--- config.mk ---
export PLATFORM = sky130hd
export DESIGN_NAME = uart_bus_master
export DESIGN_NICKNAME = d
export VERILOG_FILES = /design/src/rtl/uart_bus_pkg.sv /design/src/rtl/uart_resp_ser.sv /design/src/rtl/uart_bus_master.sv
export SDC_FILE = /design/constraint.sdc
export NUM_CORES = 1
export LEC_CHECK = 0
export CAP_MARGIN = 15
export CORE_UTILIZATION = 54
export CTS_CLUSTER_SIZE = 24
export DETAILED_ROUTE_END_ITERATION = 10
export GPL_TIMING_DRIVEN = 0
export PLACE_DENSITY = 0.75
export SYNTH_ARGS = -nofsm -noshare
export SYNTH_HDL_FRONTEND = slang
export SYNTH_SLANG_ARGS = --single-unit
export TNS_END_PERCENT = 1
--- constraint.sdc ---
create_clock -name clk -period 2.5 [get_ports clk]
set_clock_uncertainty 0.15 [all_clocks]
set_input_delay 0.375 -clock clk [delete_from_list [all_inputs] [get_ports clk]]
set_output_delay 0.375 -clock clk [all_outputs]
set_load 0.05 [all_outputs]
--- src/rtl/uart_bus_pkg.sv ---
// Shared constants, state encoding and a byte-shift helper for the UART bus master.
package uart_bus_pkg;

  // Command and response bytes on the host link
  localparam logic [7:0] CMD_WRITE = 8'h57;
  localparam logic [7:0] CMD_READ  = 8'h52;
  localparam logic [7:0] RESP_ACK  = 8'h06;

  // Main sequencer states; everything except ST_IDLE counts as busy
  typedef enum logic [2:0] {
    ST_IDLE,
    ST_ADDR,
    ST_DATA,
    ST_WRITE,
    ST_READ,
    ST_RESP,
    ST_TXWAIT
  } state_t;

  // Little-endian field assembly: newest byte enters at the top
  function automatic logic [31:0] shift_in_byte(input logic [31:0] cur, input logic [7:0] b);
    return {b, cur[31:8]};
  endfunction

endpackage

--- src/rtl/uart_resp_ser.sv ---
// Response serializer: holds up to four response bytes and hands them to the
// UART transmitter one at a time, least significant byte first.
module uart_resp_ser
  import uart_bus_pkg::*;
(
  input  logic        clk,
  input  logic        rst,
  input  logic        i_load,
  input  logic        i_load_len4,
  input  logic [31:0] i_load_data,
  input  logic        i_in_resp,
  input  logic        i_tx_busy,
  output logic [7:0]  o_tx_data,
  output logic        o_tx_start,
  output logic        o_fire,
  output logic        o_done
);

  logic [31:0] r_buf;
  logic [2:0]  r_remain;
  logic [7:0]  r_tx_data;
  logic        r_tx_start;

  // A byte leaves only while the sequencer is in RESP and the transmitter is free
  assign o_fire     = i_in_resp & ~i_tx_busy;
  assign o_done     = (r_remain == 3'd0);
  assign o_tx_data  = r_tx_data;
  assign o_tx_start = r_tx_start;

  // Load a fresh response or pop the next byte into the transmit register
  always_ff @(posedge clk) begin
    if (!rst) begin
      r_buf      <= '0;
      r_remain   <= '0;
      r_tx_data  <= '0;
      r_tx_start <= 1'b0;
    end else begin
      r_tx_start <= o_fire;
      if (i_load) begin
        r_buf    <= i_load_data;
        r_remain <= i_load_len4 ? 3'd4 : 3'd1;
      end else if (o_fire) begin
        r_tx_data <= r_buf[7:0];
        r_buf     <= {8'h00, r_buf[31:8]};
        r_remain  <= r_remain - 3'd1;
      end
    end
  end

endmodule

--- src/rtl/uart_bus_master.sv ---
// UART-driven bus initiator: parses write/read frames from the host byte
// stream, performs one bus access per frame and returns an ACK or read data.
module uart_bus_master
  import uart_bus_pkg::*;
#(
  parameter int READ_CYCLES    = 2,
  parameter int TIMEOUT_CYCLES = 1040000
) (
  input  logic        clk,
  input  logic        rst,
  input  logic [7:0]  rx_data,
  input  logic        rx_valid,
  output logic [7:0]  tx_data,
  output logic        tx_start,
  input  logic        tx_busy,
  output logic [31:0] mem_addr_o,
  output logic [31:0] mem_data_o,
  input  logic [31:0] mem_data_i,
  output logic        mem_oe_n,
  output logic        mem_we_n,
  output logic        busy_o,
  output logic [1:0]  err_o
);

  // Counter widths; the timeout counter never needs to exceed TIMEOUT_CYCLES-1
  localparam int TO_W = (TIMEOUT_CYCLES > 1) ? $clog2(TIMEOUT_CYCLES) + 1 : 1;
  localparam int RD_W = (READ_CYCLES > 1) ? $clog2(READ_CYCLES) : 1;
  localparam logic [TO_W-1:0] TO_LAST = TO_W'(TIMEOUT_CYCLES - 1);
  localparam logic [RD_W-1:0] RD_LAST = RD_W'(READ_CYCLES - 1);

  state_t          r_state;
  state_t          w_state_next;
  logic            r_is_write;
  logic [1:0]      r_byte_cnt;
  logic [TO_W-1:0] r_to_cnt;
  logic [RD_W-1:0] r_rd_cnt;
  logic [31:0]     r_addr_sh;
  logic [31:0]     r_data_sh;
  logic [31:0]     r_mem_addr;
  logic [31:0]     r_mem_data;
  logic            r_oe_n;
  logic            r_we_n;
  logic            r_busy;
  logic [1:0]      r_err;

  logic            w_start;
  logic            w_accept;
  logic            w_timeout;
  logic            w_overrun;
  logic            w_load;
  logic            w_load_len4;
  logic [31:0]     w_load_data;
  logic            w_in_frame;
  logic            w_ser_fire;
  logic            w_ser_done;

  assign w_in_frame = (r_state == ST_ADDR) || (r_state == ST_DATA);

  assign mem_addr_o = r_mem_addr;
  assign mem_data_o = r_mem_data;
  assign mem_oe_n   = r_oe_n;
  assign mem_we_n   = r_we_n;
  assign busy_o     = r_busy;
  assign err_o      = r_err;

  // Next-state and per-cycle event decode for the frame sequencer
  always_comb begin
    w_state_next = r_state;
    w_start      = 1'b0;
    w_accept     = 1'b0;
    w_timeout    = 1'b0;
    w_overrun    = 1'b0;
    w_load       = 1'b0;
    w_load_len4  = 1'b0;
    w_load_data  = '0;
    case (r_state)
      ST_IDLE: begin
        // Non-command bytes fall through silently
        if (rx_valid && (rx_data == CMD_WRITE || rx_data == CMD_READ)) begin
          w_start      = 1'b1;
          w_state_next = ST_ADDR;
        end
      end
      ST_ADDR: begin
        // A byte arriving on the timeout cycle wins over the timeout
        if (rx_valid) begin
          w_accept = 1'b1;
          if (r_byte_cnt == 2'd3) begin
            w_state_next = r_is_write ? ST_DATA : ST_READ;
          end
        end else if (r_to_cnt == TO_LAST) begin
          w_timeout    = 1'b1;
          w_state_next = ST_IDLE;
        end
      end
      ST_DATA: begin
        if (rx_valid) begin
          w_accept = 1'b1;
          if (r_byte_cnt == 2'd3) begin
            w_state_next = ST_WRITE;
          end
        end else if (r_to_cnt == TO_LAST) begin
          w_timeout    = 1'b1;
          w_state_next = ST_IDLE;
        end
      end
      ST_WRITE: begin
        w_overrun    = rx_valid;
        w_load       = 1'b1;
        w_load_data  = {24'h000000, RESP_ACK};
        w_state_next = ST_RESP;
      end
      ST_READ: begin
        w_overrun = rx_valid;
        // Read data is captured on the final strobe cycle
        if (r_rd_cnt == RD_LAST) begin
          w_load       = 1'b1;
          w_load_len4  = 1'b1;
          w_load_data  = mem_data_i;
          w_state_next = ST_RESP;
        end
      end
      ST_RESP: begin
        w_overrun = rx_valid;
        if (w_ser_fire) begin
          w_state_next = ST_TXWAIT;
        end
      end
      ST_TXWAIT: begin
        // Single cycle that rides over the transmitter's busy latency
        w_overrun    = rx_valid;
        w_state_next = w_ser_done ? ST_IDLE : ST_RESP;
      end
      default: begin
        w_state_next = ST_IDLE;
      end
    endcase
  end

  // State register plus strobes and busy, all derived from the next state
  always_ff @(posedge clk) begin
    if (!rst) begin
      r_state <= ST_IDLE;
      r_busy  <= 1'b0;
      r_we_n  <= 1'b1;
      r_oe_n  <= 1'b1;
    end else begin
      r_state <= w_state_next;
      r_busy  <= (w_state_next != ST_IDLE);
      r_we_n  <= (w_state_next != ST_WRITE);
      r_oe_n  <= (w_state_next != ST_READ);
    end
  end

  // Frame bookkeeping: command latch, byte count, inter-byte timeout, read strobe length
  always_ff @(posedge clk) begin
    if (!rst) begin
      r_is_write <= 1'b0;
      r_byte_cnt <= '0;
      r_to_cnt   <= '0;
      r_rd_cnt   <= '0;
    end else begin
      if (w_start) begin
        r_is_write <= (rx_data == CMD_WRITE);
        r_byte_cnt <= '0;
        r_to_cnt   <= '0;
      end else if (w_accept) begin
        r_byte_cnt <= r_byte_cnt + 2'd1;
        r_to_cnt   <= '0;
      end else if (w_in_frame && !w_timeout) begin
        r_to_cnt <= r_to_cnt + 1'b1;
      end
      if (r_state == ST_READ) begin
        r_rd_cnt <= r_rd_cnt + 1'b1;
      end else begin
        r_rd_cnt <= '0;
      end
    end
  end

  // Field assembly; the bus registers change only when a frame completes
  always_ff @(posedge clk) begin
    if (!rst) begin
      r_addr_sh  <= '0;
      r_data_sh  <= '0;
      r_mem_addr <= '0;
      r_mem_data <= '0;
    end else begin
      if (w_accept && r_state == ST_ADDR) begin
        r_addr_sh <= shift_in_byte(r_addr_sh, rx_data);
      end
      if (w_accept && r_state == ST_DATA) begin
        r_data_sh <= shift_in_byte(r_data_sh, rx_data);
      end
      if (r_state == ST_ADDR && w_state_next == ST_READ) begin
        r_mem_addr <= shift_in_byte(r_addr_sh, rx_data);
      end
      if (r_state == ST_DATA && w_state_next == ST_WRITE) begin
        r_mem_addr <= r_addr_sh;
        r_mem_data <= shift_in_byte(r_data_sh, rx_data);
      end
    end
  end

  // Sticky error flags {overrun, timeout}
  always_ff @(posedge clk) begin
    if (!rst) begin
      r_err <= 2'b00;
    end else begin
      if (w_overrun) begin
        r_err[1] <= 1'b1;
      end
      if (w_timeout) begin
        r_err[0] <= 1'b1;
      end
    end
  end

  uart_resp_ser u_resp_ser (
    .clk         (clk),
    .rst         (rst),
    .i_load      (w_load),
    .i_load_len4 (w_load_len4),
    .i_load_data (w_load_data),
    .i_in_resp   (r_state == ST_RESP),
    .i_tx_busy   (tx_busy),
    .o_tx_data   (tx_data),
    .o_tx_start  (tx_start),
    .o_fire      (w_ser_fire),
    .o_done      (w_ser_done)
  );

endmodule

---- Word level (Yosys, flattened, before mapping) ----
Cells that the tools add are included.
cells by class
  add/sub/neg operators ................... 4
  eq/ne operators ......................... 14
  mux-type cells .......................... 31
  bitwise gates (word level) .............. 4
  reduce and logical (&&, ||, !) cells .... 20
operators with widths
  kind                     number
  $mux W32                 5
  $pmux W32 S2             1
  $mux W3                  13
  $add A21 B1 Y21 const B  1
  $eq A21 B20 Y1 const B   1
  $pmux W3 S7              1
  $eq A8 B7 Y1 const B     2
  $eq A3 B3 Y1 const B     4
  $mux W1                  10
  $eq A3 B2 Y1 const B     3
  $logic_and A1 B1 Y1      6
  $logic_not A3 Y1         2
  $reduce_and A2 Y1        2
  $reduce_bool A2 Y1       2
  $reduce_or A2 Y1         2
  $reduce_or A4 Y1         1
  $eq A3 B1 Y1 const B     1
  $ne A3 B2 Y1 const B     1
  $ne A3 B3 Y1 const B     1
  $not A1 Y1               3
  $reduce_bool A3 Y1       1
  $reduce_or A3 Y1         1
  $sub A3 B1 Y3 const B    1
  $add A2 B1 Y2 const B    1
  other kinds (6)          7
word-level totals
  flip-flop bits (word level) ............. 205
  bits of input ports ..................... 44
  output and inout bits ................... 78
  logic and storage cells ................. 91

---- Depth between registers and ports, before layout ----
Gate-level depths: netlist of run 1.
  word-level depth ........................ 9
  depth in mapped cells ................... 9
  gate-level depth less buffers ........... 7

---- By module ----
Synthesis of run 1 repeated with hierarchy kept, for this count alone.
unflattened totals
  cell total of the unflattened synthesis .. 1,032
  area, all modules ....................... 8,630.8 µm²
modules (own cells, without submodules)
  module           instances  cells an instance  area an instance (µm²)  sequential area each (µm²)
  uart_bus_master  1          806                6,846.6                 3,062.9
  uart_resp_ser    1          226                1,784.2                 880.8

---- Least setup slack after synthesis of run 1 ----
No wires, ideal clock.
  kind .................................... reg2reg
  start point ............................. reg r_to_cnt[0]
  end point ............................... reg r_busy (netlist: busy_o)
  setup time .............................. 0.122 ns
  arrival ................................. 1.728 ns
  data required time ...................... 2.228 ns
  path slack .............................. 0.500 ns
  stages on the path, launching flop included .. 7
  path buffers ............................ 0
  clock period less this slack ............ 2.000 ns
  cells stage by stage .................... dfxtp_1 > ha_1 > and4bb_2 > nand4_1 > o21ai_4 > o211ai_2 > a311o_1
on the way
  cells in the longest elaborated chain, start to end .. 5
  elaborated cells on any way between the ends .. 6
  classes of those cells .................. 1 x eq/ne; 4 x mux; 1 x reduce/logical
ends and longest elaborated chain
  element                            RTL line                                       source
  start: declaration                 uart_bus_master.sv:35                          logic [TO_W-1:0] r_to_cnt;
  start signal: assignment           uart_bus_master.sv:171                         r_to_cnt <= r_to_cnt + 1'b1;
  $eq A21 B20 Y1 (*)                 uart_bus_master.sv:91, uart_bus_master.sv:102
  $mux W3 (*)                        uart_bus_master.sv:91, uart_bus_master.sv:102
  $mux W3, on equally long branches  uart_bus_master.sv:97, uart_bus_master.sv:86
  $pmux W3 S7 (*)                    uart_bus_master.sv:76                          case (r_state)
  $reduce_bool A3 Y1 (*)             uart_bus_master.sv:149                         r_busy <= (w_state_next != ST_IDLE);
  end signal: assignment             uart_bus_master.sv:149
  end: declaration                   uart_bus_master.sv:43                          logic r_busy;
Every way passes the cells marked *; elsewhere a longest branch is shown, timed or not.
A chain may end at the register's enable or synchronous reset.

---- Final worst setup path of run 1 ----
Ends and elaborated chain as after synthesis.

==> metrics.cfg, run 1 <==
[synthesis]
ys_warn_count = 0
synth_nets = 986
netlist_instances = 938
synthFlopType = dfxtp_1
ys_types = 56
syn-cell-area_sq_mm = 0.00830
ys_seq_area_share_pct = 47.5
synth_edf_count = 0
syn_avg_cell_area_sq_um = 8.85
async_reset_ff_share_pct = 0
ys_ff_latch = 197

[critical_path]
worstRegToRegCells = 6
rr_startpoint = r_to_cnt[0]$_SDFFE_PP0P_
crit_start = r_to_cnt[0]$_SDFFE_PP0P_
cp_cell_sequence = ha_1 > and4bb_2 > nand4_1 > o21ai_4 > o211ai_2 > a311o_1
r2r_end = busy_o$_SDFF_PN0_
cp-end-kind = register
worst-path-max-fanout = 9
crit_path_end = busy_o$_SDFF_PN0_
max_stage_delay_ns = 0.43
start_kind = register
arrival_ns = 2.55
crit_slowest_cell = o21ai_4
rrSetupSlack_ns = 0.12
path_class = reg -> reg
crit_required_ns = 2.67

[finish]
area_growth_pct = 25.5
num_antenna_cells = 0
n_fill_cell = 1230
drive_gt1_share_pct = 7.25
nets = 1125

[outcome]
status = completed

[pwr]
ir_drop_mv = 0.685
p_sw_share_pct = 19.8
p_int_mw = 5.16
seqPwrFrac_pct = 48.7
pwr-share-comb_pct = 2.8
p_total_mw = 6.44
p_leak_nw = 4.09
p_per_area_mw_per_mm2 = 619
clockPowerShare_pct = 48.5
p_switching_mw = 1.28

[grt]
grt_max_degree = 17
overflow = 0
grt.total_usage_pct = 26.1
grt_pass1_vias = 6639
antenna_found_initial = 0
grt_pass1_wl_um = 32900

[floorplan]
design.core.area_sq_mm = 0.0148
dieArea_sq_mm = 0.0159
die_x_um = 126
io_pins = 122
die_y_um = 126
start_util_pct = 56.2
num_rows = 44

[placement]
dp_hpwl_um = 14100
io_buffers = 120
pre_cts_slack_ns = -0.281
gp_congestion = 0.794

[sta]
holdWs_ns = 0.140
final_hold_viol_count = 0
finalCriticalPeriod_ns = 2.38
rsz0062_at_grt = no
fin_ws_ns = 0.125
post-route-period-util_pct = 95.0
tns_ns = 0
slew_violations = 0
fmax_mhz = 421
max_slew_margin_pct = 55.3
setup_viol = 0
worst_slew_pin_slew_ns = 0.665

[drt]
wl_per_cell_um = 15.8
wirelength_um = 20100
drc = 0
drtIter0Drc = 462
antenna_left = 0
drt_pass1_iterations = 5
routed_via_density = 5.39
dr_total_vias = 6862

[clocking]
path_clk_slew_ns = 0.07
post_cts.repair.setup_buffers = 0
root_buffer = clkbuf_16
cts_buffers = 17
cts_tree = yes
clock-sinks = 197
post_cts_resized = 0
htree_levels = 4
holdBufCountCts = 0
insertion_delay_ns = 0.43
cts_max_path_buffers = 2

[min_path]
hold_path.class = in -> reg
min_from = rx_data[2]

[job]
cap_viol_max_count = 0

-- through the flow --
step | instance area (sq um) | std cells | utilization, %
after global placement | 9730 | 1242 | 65.9
after detailed placement | 9730 | 1242 | 65.9
after CTS | 10400 | 1274 | 70.6
final | 10400 | 1274 | 70.6
after floorplan | 8300 | 938 | -
after global routing | 10400 | 1274 | 70.6
-- flip-flops by register name (all words and copies together) (netlist names) --
| name | flops |
|---|---|
| mem_addr_o | 32 |
| mem_data_o | 32 |
| r_addr_sh | 32 |
| u_resp_ser.r_buf | 32 |
| r_data_sh | 24 |
| r_to_cnt | 21 |
| u_resp_ser.o_tx_data | 8 |
| r_state | 3 |
| u_resp_ser.r_remain | 3 |
| err_o | 2 |
| r_byte_cnt | 2 |
| busy_o | 1 |
| mem_oe_n | 1 |
| mem_we_n | 1 |
| r_is_write | 1 |
| r_rd_cnt | 1 |
| u_resp_ser.o_tx_start | 1 |
-- cell usage after synthesis, types with 8 or more instances --
library cell | n | area share, %
dfxtp_1 | 197 | 48
buf_2 | 23 | 1.4
mux2i_1 | 33 | 4.0
nand3_1 | 11 | 0.66
clkbuf_1 | 36 | 1.6
xor2_1 | 14 | 1.5
o21ai_1 | 10 | 0.60
o21ai_0 | 19 | 1.1
nand4_1 | 8 | 0.60
nor2b_1 | 13 | 0.98
a22oi_1 | 8 | 0.72
nor2_1 | 65 | 2.9
nand2_1 | 240 | 11
a21oi_1 | 16 | 0.97
and3_1 | 10 | 0.75
a2bb2oi_1 | 22 | 2.3
o211a_1 | 32 | 3.9
and2_1 | 8 | 0.60
a21boi_0 | 96 | 8.7
-- routing by layer --
metal | GRT usage (%) | share of wire [%] | vias up
met5 | 0 | 0 | -
met4 | 8.15 | 1.7 | 0
met3 | 5.35 | 4.5 | 27
met2 | 43.2 | 47 | 162
met1 | 34.3 | 47 | 3194
li1 | - | - | 3479
-- critical path: cells and delay by family, from the launching register on --
| family | cells | cell delay [ns] |
|---|---|---|
| AO/OA/AOI/OAI | 3 | 0.94 |
| AND/OR/NAND/NOR | 2 | 0.55 |
| flip-flops | 1 | 0.37 |
| adder cells (fa/ha/maj) | 1 | 0.25 |
-- cells by family (layout without fill, tap and decap cells) --
kind of cell / count (synthesis) / in the layout / synth area share [%]
AO/OA/AOI/OAI: 225 / 225 / 20.8
adder cells (fa/ha/maj): 4 / 4 / 0.603
buffers and inverters: 78 / 230 / 4.55
AND/OR/NAND/NOR: 384 / 384 / 20.7
multiplexers: 33 / 33 / 3.98
XOR/XNOR: 17 / 17 / 1.79
flip-flops: 197 / 197 / 47.5
-- layout make-up --
| type | instances | area, sq um | area share, % |
|---|---|---|---|
| repair buffers | 120 | 1200 | 11.5 |
| inverters | 6 | 22.5 | 0.216 |
| plain buffers | 72 | 355 | 3.41 |
| multi-input cells | 663 | 3980 | 38.2 |
| well taps | 184 | 230 | 2.21 |
| clock buffers | 20 | 457 | 4.39 |
| flip-flops and latches | 197 | 3940 | 37.9 |
| clock inverters | 12 | 224 | 2.15 |
-- cells in the final DEF (no fill, tap or decap), types with 3 or more instances in the layout --
master / n
a21boi_0: 96
a21oi_1: 16
a22oi_1: 8
a2bb2oi_1: 22
and2_1: 8
and3_1: 10
and4bb_2: 3
buf_1: 5
buf_2: 23
buf_6: 7
bufinv_16: 6
clkbuf_1: 37
clkbuf_16: 17
clkdlybuf4s50_1: 120
dfxtp_1: 197
ha_1: 4
inv_1: 6
mux2i_1: 33
nand2_1: 240
nand3_1: 11
nand3b_1: 3
nand4_1: 8
nor2_1: 65
nor2b_1: 13
o211a_1: 32
o211ai_1: 4
o21ai_0: 19
o21ai_1: 10
or3_1: 4
xnor2_1: 3
xor2_1: 14
-- power groups by stage --
stage | logic [mW] | clock network [mW] | registers (mW)
after floorplan | 0.0671 | 0 | 3.21
after global placement | 0.178 | 0 | 3.21
after detailed placement | 0.177 | 0 | 3.21
after CTS | 0.178 | 3.15 | 3.14
after global routing | 0.189 | 3.29 | 3.13
final | 0.178 | 3.12 | 3.14
-- worst min path at each step --
stage	endpoint	slack (ns)	cells past startpoint
finish	r_data_sh[26]$_SDFFE_PN0P_	0.14	3
global route	r_data_sh[26]$_SDFFE_PN0P_	0.14	3
CTS	r_data_sh[26]$_SDFFE_PN0P_	0.13	3
detailed placement	u_resp_ser.o_tx_data[5]$_SDFFE_PN0P_	0.30	2
global placement	r_byte_cnt[1]$_SDFFE_PP0P_	0.30	2
floorplan	r_byte_cnt[1]$_SDFFE_PP0P_	0.29	2
(Power assumes the default switching activity.)
==> run 2, diff against run 1 <==
--- a/config.mk
+++ b/config.mk
@@ -10,6 +10,7 @@
 export CTS_CLUSTER_SIZE = 24
 export DETAILED_ROUTE_END_ITERATION = 10
 export GPL_TIMING_DRIVEN = 0
+export MAX_ROUTING_LAYER = met4
 export PLACE_DENSITY = 0.75
 export SYNTH_ARGS = -nofsm -noshare
 export SYNTH_HDL_FRONTEND = slang
==> run 2 against run 1 <==
  * Power about the same
  * Clock power about the same
  * Critical path depth unchanged
  * Final area unchanged
  * Critical path type unchanged
  * Largest cell class unchanged
  * Highest routed layer unchanged
==> metrics.cfg, run 2 (same netlist as run 1, synthesis figures left out) <==
[drt]
wl_per_cell_um = 15.8  ; +0.15%
antenna_left = 0  ; unchanged
dr_total_vias = 6902  ; +0.58%
drc = 0  ; unchanged
routed_via_density = 5.42  ; +0.58%
drt_pass1_iterations = 5  ; unchanged
wirelength_um = 20200  ; +0.15%
drtIter0Drc = 444  ; -3.9%

[placement]
io_buffers = 120  ; unchanged
gp_congestion = 0.806  ; +1.4%
post-place-cells = 1242  ; unchanged
dp_hpwl_um = 14100  ; unchanged
dpl-instance-area_sq_mm = 0.00973  ; unchanged

[floorplan]
io_pins = 122  ; unchanged
dieArea_sq_mm = 0.0159  ; unchanged
num_rows = 44  ; unchanged
design.core.area_sq_mm = 0.0148  ; unchanged
die_x_um = 126  ; unchanged
start_util_pct = 56.2  ; unchanged
die_y_um = 126  ; unchanged

[pwr]
p_leak_nw = 4.09  ; unchanged
ir_drop_mv = 0.685  ; -0.13%
p_per_area_mw_per_mm2 = 618  ; about the same
p_total_mw = 6.43  ; about the same

[sta]
finalCriticalPeriod_ns = 2.37  ; -0.00493 ns
holdWs_ns = 0.138  ; -0.00238 ns
post-route-period-util_pct = 94.8  ; -0.20 points
max_slew_margin_pct = 55.0  ; -0.38 points
slew_violations = 0  ; unchanged
worst_slew_pin_slew_ns = 0.671  ; +0.00568 ns
setup_viol = 0  ; unchanged
rsz0062_at_grt = no
final_hold_viol_count = 0  ; unchanged
fmax_mhz = 422  ; +0.21%

[clocking]
path_clk_slew_ns = 0.07  ; about the same
insertion_delay_ns = 0.43  ; about the same
holdBufCountCts = 0  ; unchanged
post_cts_resized = 0  ; unchanged
htree_levels = 4  ; unchanged
cts_buffers = 17  ; unchanged
post_cts.repair.setup_buffers = 0  ; unchanged
root_buffer = clkbuf_16
cts_tree = yes
cts_max_path_buffers = 2  ; unchanged
clock-sinks = 197  ; unchanged

[critical_path]
max_stage_delay_ns = 0.43  ; about the same
worst-path-max-fanout = 9  ; unchanged
rr_startpoint = r_to_cnt[0]$_SDFFE_PP0P_
cp-end-kind = register
crit_slowest_cell = o21ai_4
crit_required_ns = 2.67  ; about the same
crit_start = r_to_cnt[0]$_SDFFE_PP0P_
path_class = reg -> reg
arrival_ns = 2.54  ; about the same
cp_cell_sequence = ha_1 > and4bb_2 > nand4_1 > o21ai_4 > o211ai_2 > a311o_1
start_kind = register
rrSetupSlack_ns = 0.13  ; about the same

[finish]
final_util_pct = 70.6  ; unchanged
num_antenna_cells = 0  ; unchanged
area_growth_pct = 25.5  ; unchanged
final_area_sq_mm = 0.0104  ; unchanged
seq_area_sq_mm = 0.00394  ; unchanged
layout_common_cells = nand2_1, dfxtp_1, clkdlybuf4s50_1
layout.cells.non_filler = 1274  ; unchanged
nets = 1125  ; unchanged
n_fill_cell = 1230  ; unchanged
multi_input_area_sq_mm = 0.00398  ; unchanged
final_common_cell = nand2_1
drive_gt1_share_pct = 7.25  ; unchanged

[grt]
grt_max_degree = 17  ; unchanged
grt_pass1_wl_um = 32900  ; about the same
grt.total_usage_pct = 27.0  ; +0.82 points
antenna_found_initial = 0  ; unchanged
grt_pass1_vias = 6658  ; +0.29%
overflow = 0  ; unchanged

[min_path]
min_from = rx_data[2]
hold_path.class = in -> reg

[job]
cap_viol_max_count = 0  ; unchanged

[outcome]
status = completed

## run 2: cell counts in the layout (fill, tap and decap cells not counted)
Identical to the previous run, type by type.
## run 2: worst paths after layout
path	endpoint	cells past startpoint
max	busy_o$_SDFF_PN0_	6
min	r_data_sh[26]$_SDFFE_PN0P_	3
max reg2reg	busy_o$_SDFF_PN0_	6
min reg2reg	mem_data_o[11]$_SDFFE_PN0P_	2
## run 2: final cells by class
class                   instances  share of cell area, %
inverters                       6                  0.216
multi-input cells             663                   38.2
repair buffers                120                   11.5
well taps                     184                   2.21
flip-flops and latches        197                   37.9
plain buffers                  72                   3.41
clock inverters                12                   2.15
clock buffers                  20                   4.39
## run 2: stage by stage
stage | worst slack [ns] | setup TNS, ns
2_1_floorplan | 0.500 | 0
3_3_place_gp | -0.303 | -4.52
3_5_place_dp | -0.281 | -5.21
4_1_cts | 0.130 | 0
5_1_grt | 0.0350 | 0
6_report | 0.130 | 0
## run 2: per-layer routing
layer	global-route usage (%)	vias up	share of wire, %
li1	-	3481	-
met1	34.5	3234	47
met2	43.2	160	47
met3	5.01	27	4.5
met4	8.36	0	1.7
met5	-	-	0
## run 2: power by group
part,internal (mW),leakage (nW),switching [mW]
Sequential,3.14,1.59,0.000303
Clock,1.93,0.331,1.19
Combinational,0.0933,2.18,0.0848
Total,5.16,4.09,1.27
## run 2: worst max-delay path: cells and delay by family (launching register included)
family                     cells  cell delay (ns)
AOI/OAI and AO/OA              3             0.94
and+or+nand+nor                2             0.56
DFF                            1             0.37
adders and majority gates      1             0.24
==> run 3, diff against run 2 <==
--- a/config.mk
+++ b/config.mk
@@ -6,12 +6,12 @@
 export NUM_CORES = 1
 export LEC_CHECK = 0
 export CAP_MARGIN = 15
-export CORE_UTILIZATION = 54
+export CORE_UTILIZATION = 58
 export CTS_CLUSTER_SIZE = 24
 export DETAILED_ROUTE_END_ITERATION = 10
 export GPL_TIMING_DRIVEN = 0
 export MAX_ROUTING_LAYER = met4
-export PLACE_DENSITY = 0.75
+export PLACE_DENSITY = 0.81
 export SYNTH_ARGS = -nofsm -noshare
 export SYNTH_HDL_FRONTEND = slang
 export SYNTH_SLANG_ARGS = --single-unit
==> constraint.sdc (replaced) <==
create_clock -name clk -period 2.95 [get_ports clk]
set_clock_uncertainty 0.15 [all_clocks]
set_input_delay 0.4425 -clock clk [delete_from_list [all_inputs] [get_ports clk]]
set_output_delay 0.4425 -clock clk [all_outputs]
set_load 0.05 [all_outputs]
==> run 3 against run 2 <==
  * Count of clock-buffer cells in the layout up 4
  * Setup slack improved by 0.40 ns
  * Routed wire length up 1.9%
  * Power is 18% lower
  * Critical path depth up 1
  * Final area decreased by 0.71%
  * Die area fell by 6.8%
  * Critical endpoint unchanged
  * Largest power group unchanged
==> metrics.cfg, run 3 (same netlist as run 1, synthesis figures left out) <==
[drt]
dr_total_vias = 6987  ; +1.2%
antenna_left = 0  ; unchanged
drt_pass1_iterations = 5  ; unchanged
wl_per_cell_um = 16.2  ; +2.5%
drtIter0Drc = 489  ; +10%
routed_via_density = 5.52  ; +1.9%
drc = 0  ; unchanged
wirelength_um = 20500  ; +1.9%

[sta]
fmax_mhz = 413
tns_ns = 0  ; unchanged
holdWs_ns = 0.206  ; +0.0682 ns
slew_violations = 0  ; unchanged
max_slew_margin_pct = 57.7  ; +2.8 points
post-route-period-util_pct = 82.0
rsz0062_at_grt = no
worst_slew_pin_slew_ns = 0.629  ; -0.0416 ns
setup_viol = 0  ; unchanged
final_hold_viol_count = 0  ; unchanged
finalCriticalPeriod_ns = 2.42

[finish]
layout.cells.non_filler = 1266  ; -0.63%
drive_gt1_share_pct = 6.72  ; -0.53 points
num_antenna_cells = 0  ; unchanged
nets = 1125  ; unchanged
n_fill_cell = 1064  ; -13%
area_growth_pct = 24.6
final_common_cell = nand2_1
layout_common_cells = nand2_1, dfxtp_1, clkdlybuf4s50_1

[placement]
io_buffers = 120  ; unchanged
gp_congestion = 0.860  ; +6.8%
post-place-cells = 1238  ; -0.32%
dp_hpwl_um = 14200  ; +0.36%

[floorplan]
start_util_pct = 59.5  ; +3.3 points
die_x_um = 122  ; -3.5%
io_pins = 122  ; unchanged
die_y_um = 122  ; -3.5%
dieArea_sq_mm = 0.0148  ; -6.8%
design.core.area_sq_mm = 0.0139  ; -5.6%
num_rows = 43  ; -2.3%

[clocking]
htree_levels = 4  ; unchanged
insertion_delay_ns = 0.43  ; about the same
post_cts_resized = 0  ; unchanged
holdBufCountCts = 0  ; unchanged
path_clk_slew_ns = 0.06  ; about the same
cts_max_path_buffers = 2  ; unchanged
cts_buffers = 17  ; unchanged
post_cts.repair.setup_buffers = 0  ; unchanged
cts_tree = yes
clock-sinks = 197  ; unchanged
root_buffer = clkbuf_16

[critical_path]
path_class = in -> reg
cp-end-kind = register
rrSetupSlack_ns = 0.56  ; +0.43 ns
r2r_end = busy_o$_SDFF_PN0_
worst-path-max-fanout = 10  ; +1
crit_required_ns = 3.12  ; +0.45 ns
rr_startpoint = r_to_cnt[0]$_SDFFE_PP0P_
worstRegToRegCells = 6  ; unchanged
start_kind = input pin
arrival_ns = 2.59  ; +0.05 ns

[grt]
grt_max_degree = 17  ; unchanged
grt.total_usage_pct = 29.7  ; +2.8 points
overflow = 0  ; unchanged
antenna_found_initial = 0  ; unchanged
grt_pass1_vias = 6701  ; +0.65%
grt_pass1_wl_um = 33100  ; +0.65%

[min_path]
min_to = r_addr_sh[26]$_SDFFE_PN0P_
min_from = rx_data[2]
hold_depth = 3  ; unchanged
hold_path.class = in -> reg

[pwr]
p_leak_nw = 4.06  ; -0.79%
ir_drop_mv = 0.470  ; -31%
p_per_area_mw_per_mm2 = 508  ; -18%

[outcome]
status = completed

[job]
cap_viol_max_count = 0  ; unchanged

-- run 3: cell count changes in the layout (fill, tap and decap cells not counted), sizes merged --
cell | before | now
clkinvlp | 1 | 0
bufinv | 6 | 4
inv | 7 | 6
clkbuf | 56 | 60
clkinv | 4 | 0
-- run 3: worst max-delay path, stage by stage --
cell and delay, ns:
clkdlybuf4s50_1 0.49, buf_6 0.19, nor4b_1 0.26, nand3_1 0.29, o21ai_4 0.39, o211ai_2 0.18
a311o_1 0.35
-- run 3: layer usage --
metal  vias up  GRT usage (%)  share of wire [%]
li1       3468              -                  -
met1      3308           37.7                 46
met2       184           48.3                 48
met3        27           5.62                4.8
met4         0           8.64                1.3
met5         -              -                  0
-- run 3: worst max path at each step --
| stage | startpoint | endpoint | slack (ns) | depth (start not counted) |
|---|---|---|---|---|
| 4_1_cts | rx_valid | busy_o$_SDFF_PN0_ | 0.53 | 7 |
| 6_report | rx_valid | busy_o$_SDFF_PN0_ | 0.53 | 7 |
| 3_5_place_dp | rx_valid | busy_o$_SDFF_PN0_ | 0.1 | 7 |
| 2_1_floorplan | r_to_cnt[0]$_SDFFE_PP0P_ | busy_o$_SDFF_PN0_ | 0.95 | 6 |
| 5_1_grt | rx_valid | busy_o$_SDFF_PN0_ | 0.39 | 7 |
| 3_3_place_gp | rx_valid | busy_o$_SDFF_PN0_ | 0.13 | 7 |
-- run 3: power by group --
group          internal (mW)  switching, mW
Combinational         0.0790         0.0721
Sequential              2.66       0.000262
Clock                   1.49          0.951
-- run 3: stage by stage --
stage	setup slack, ns	cell area [sq um]	util (%)	power [mW]
2_1_floorplan	0.950	8300	-	2.78
3_3_place_gp	0.128	9720	69.8	2.87
3_5_place_dp	0.0977	9720	69.8	2.87
4_1_cts	0.535	10300	74.2	5.26
5_1_grt	0.389	10300	74.2	5.38
6_report	0.530	10300	74.2	5.25
-- run 3: final cells by class --
cell class                 count  area, sq um  area share (%)
buffer                        72          355            3.44
clock buffer                  24          492            4.76
timing repair buffer         120         1200            11.6
tap                          180          225            2.18
clock inverter                 4          120            1.16
inverter                       6         22.5           0.218
multi-input combinational    663         3980            38.5
sequential                   197         3940            38.2
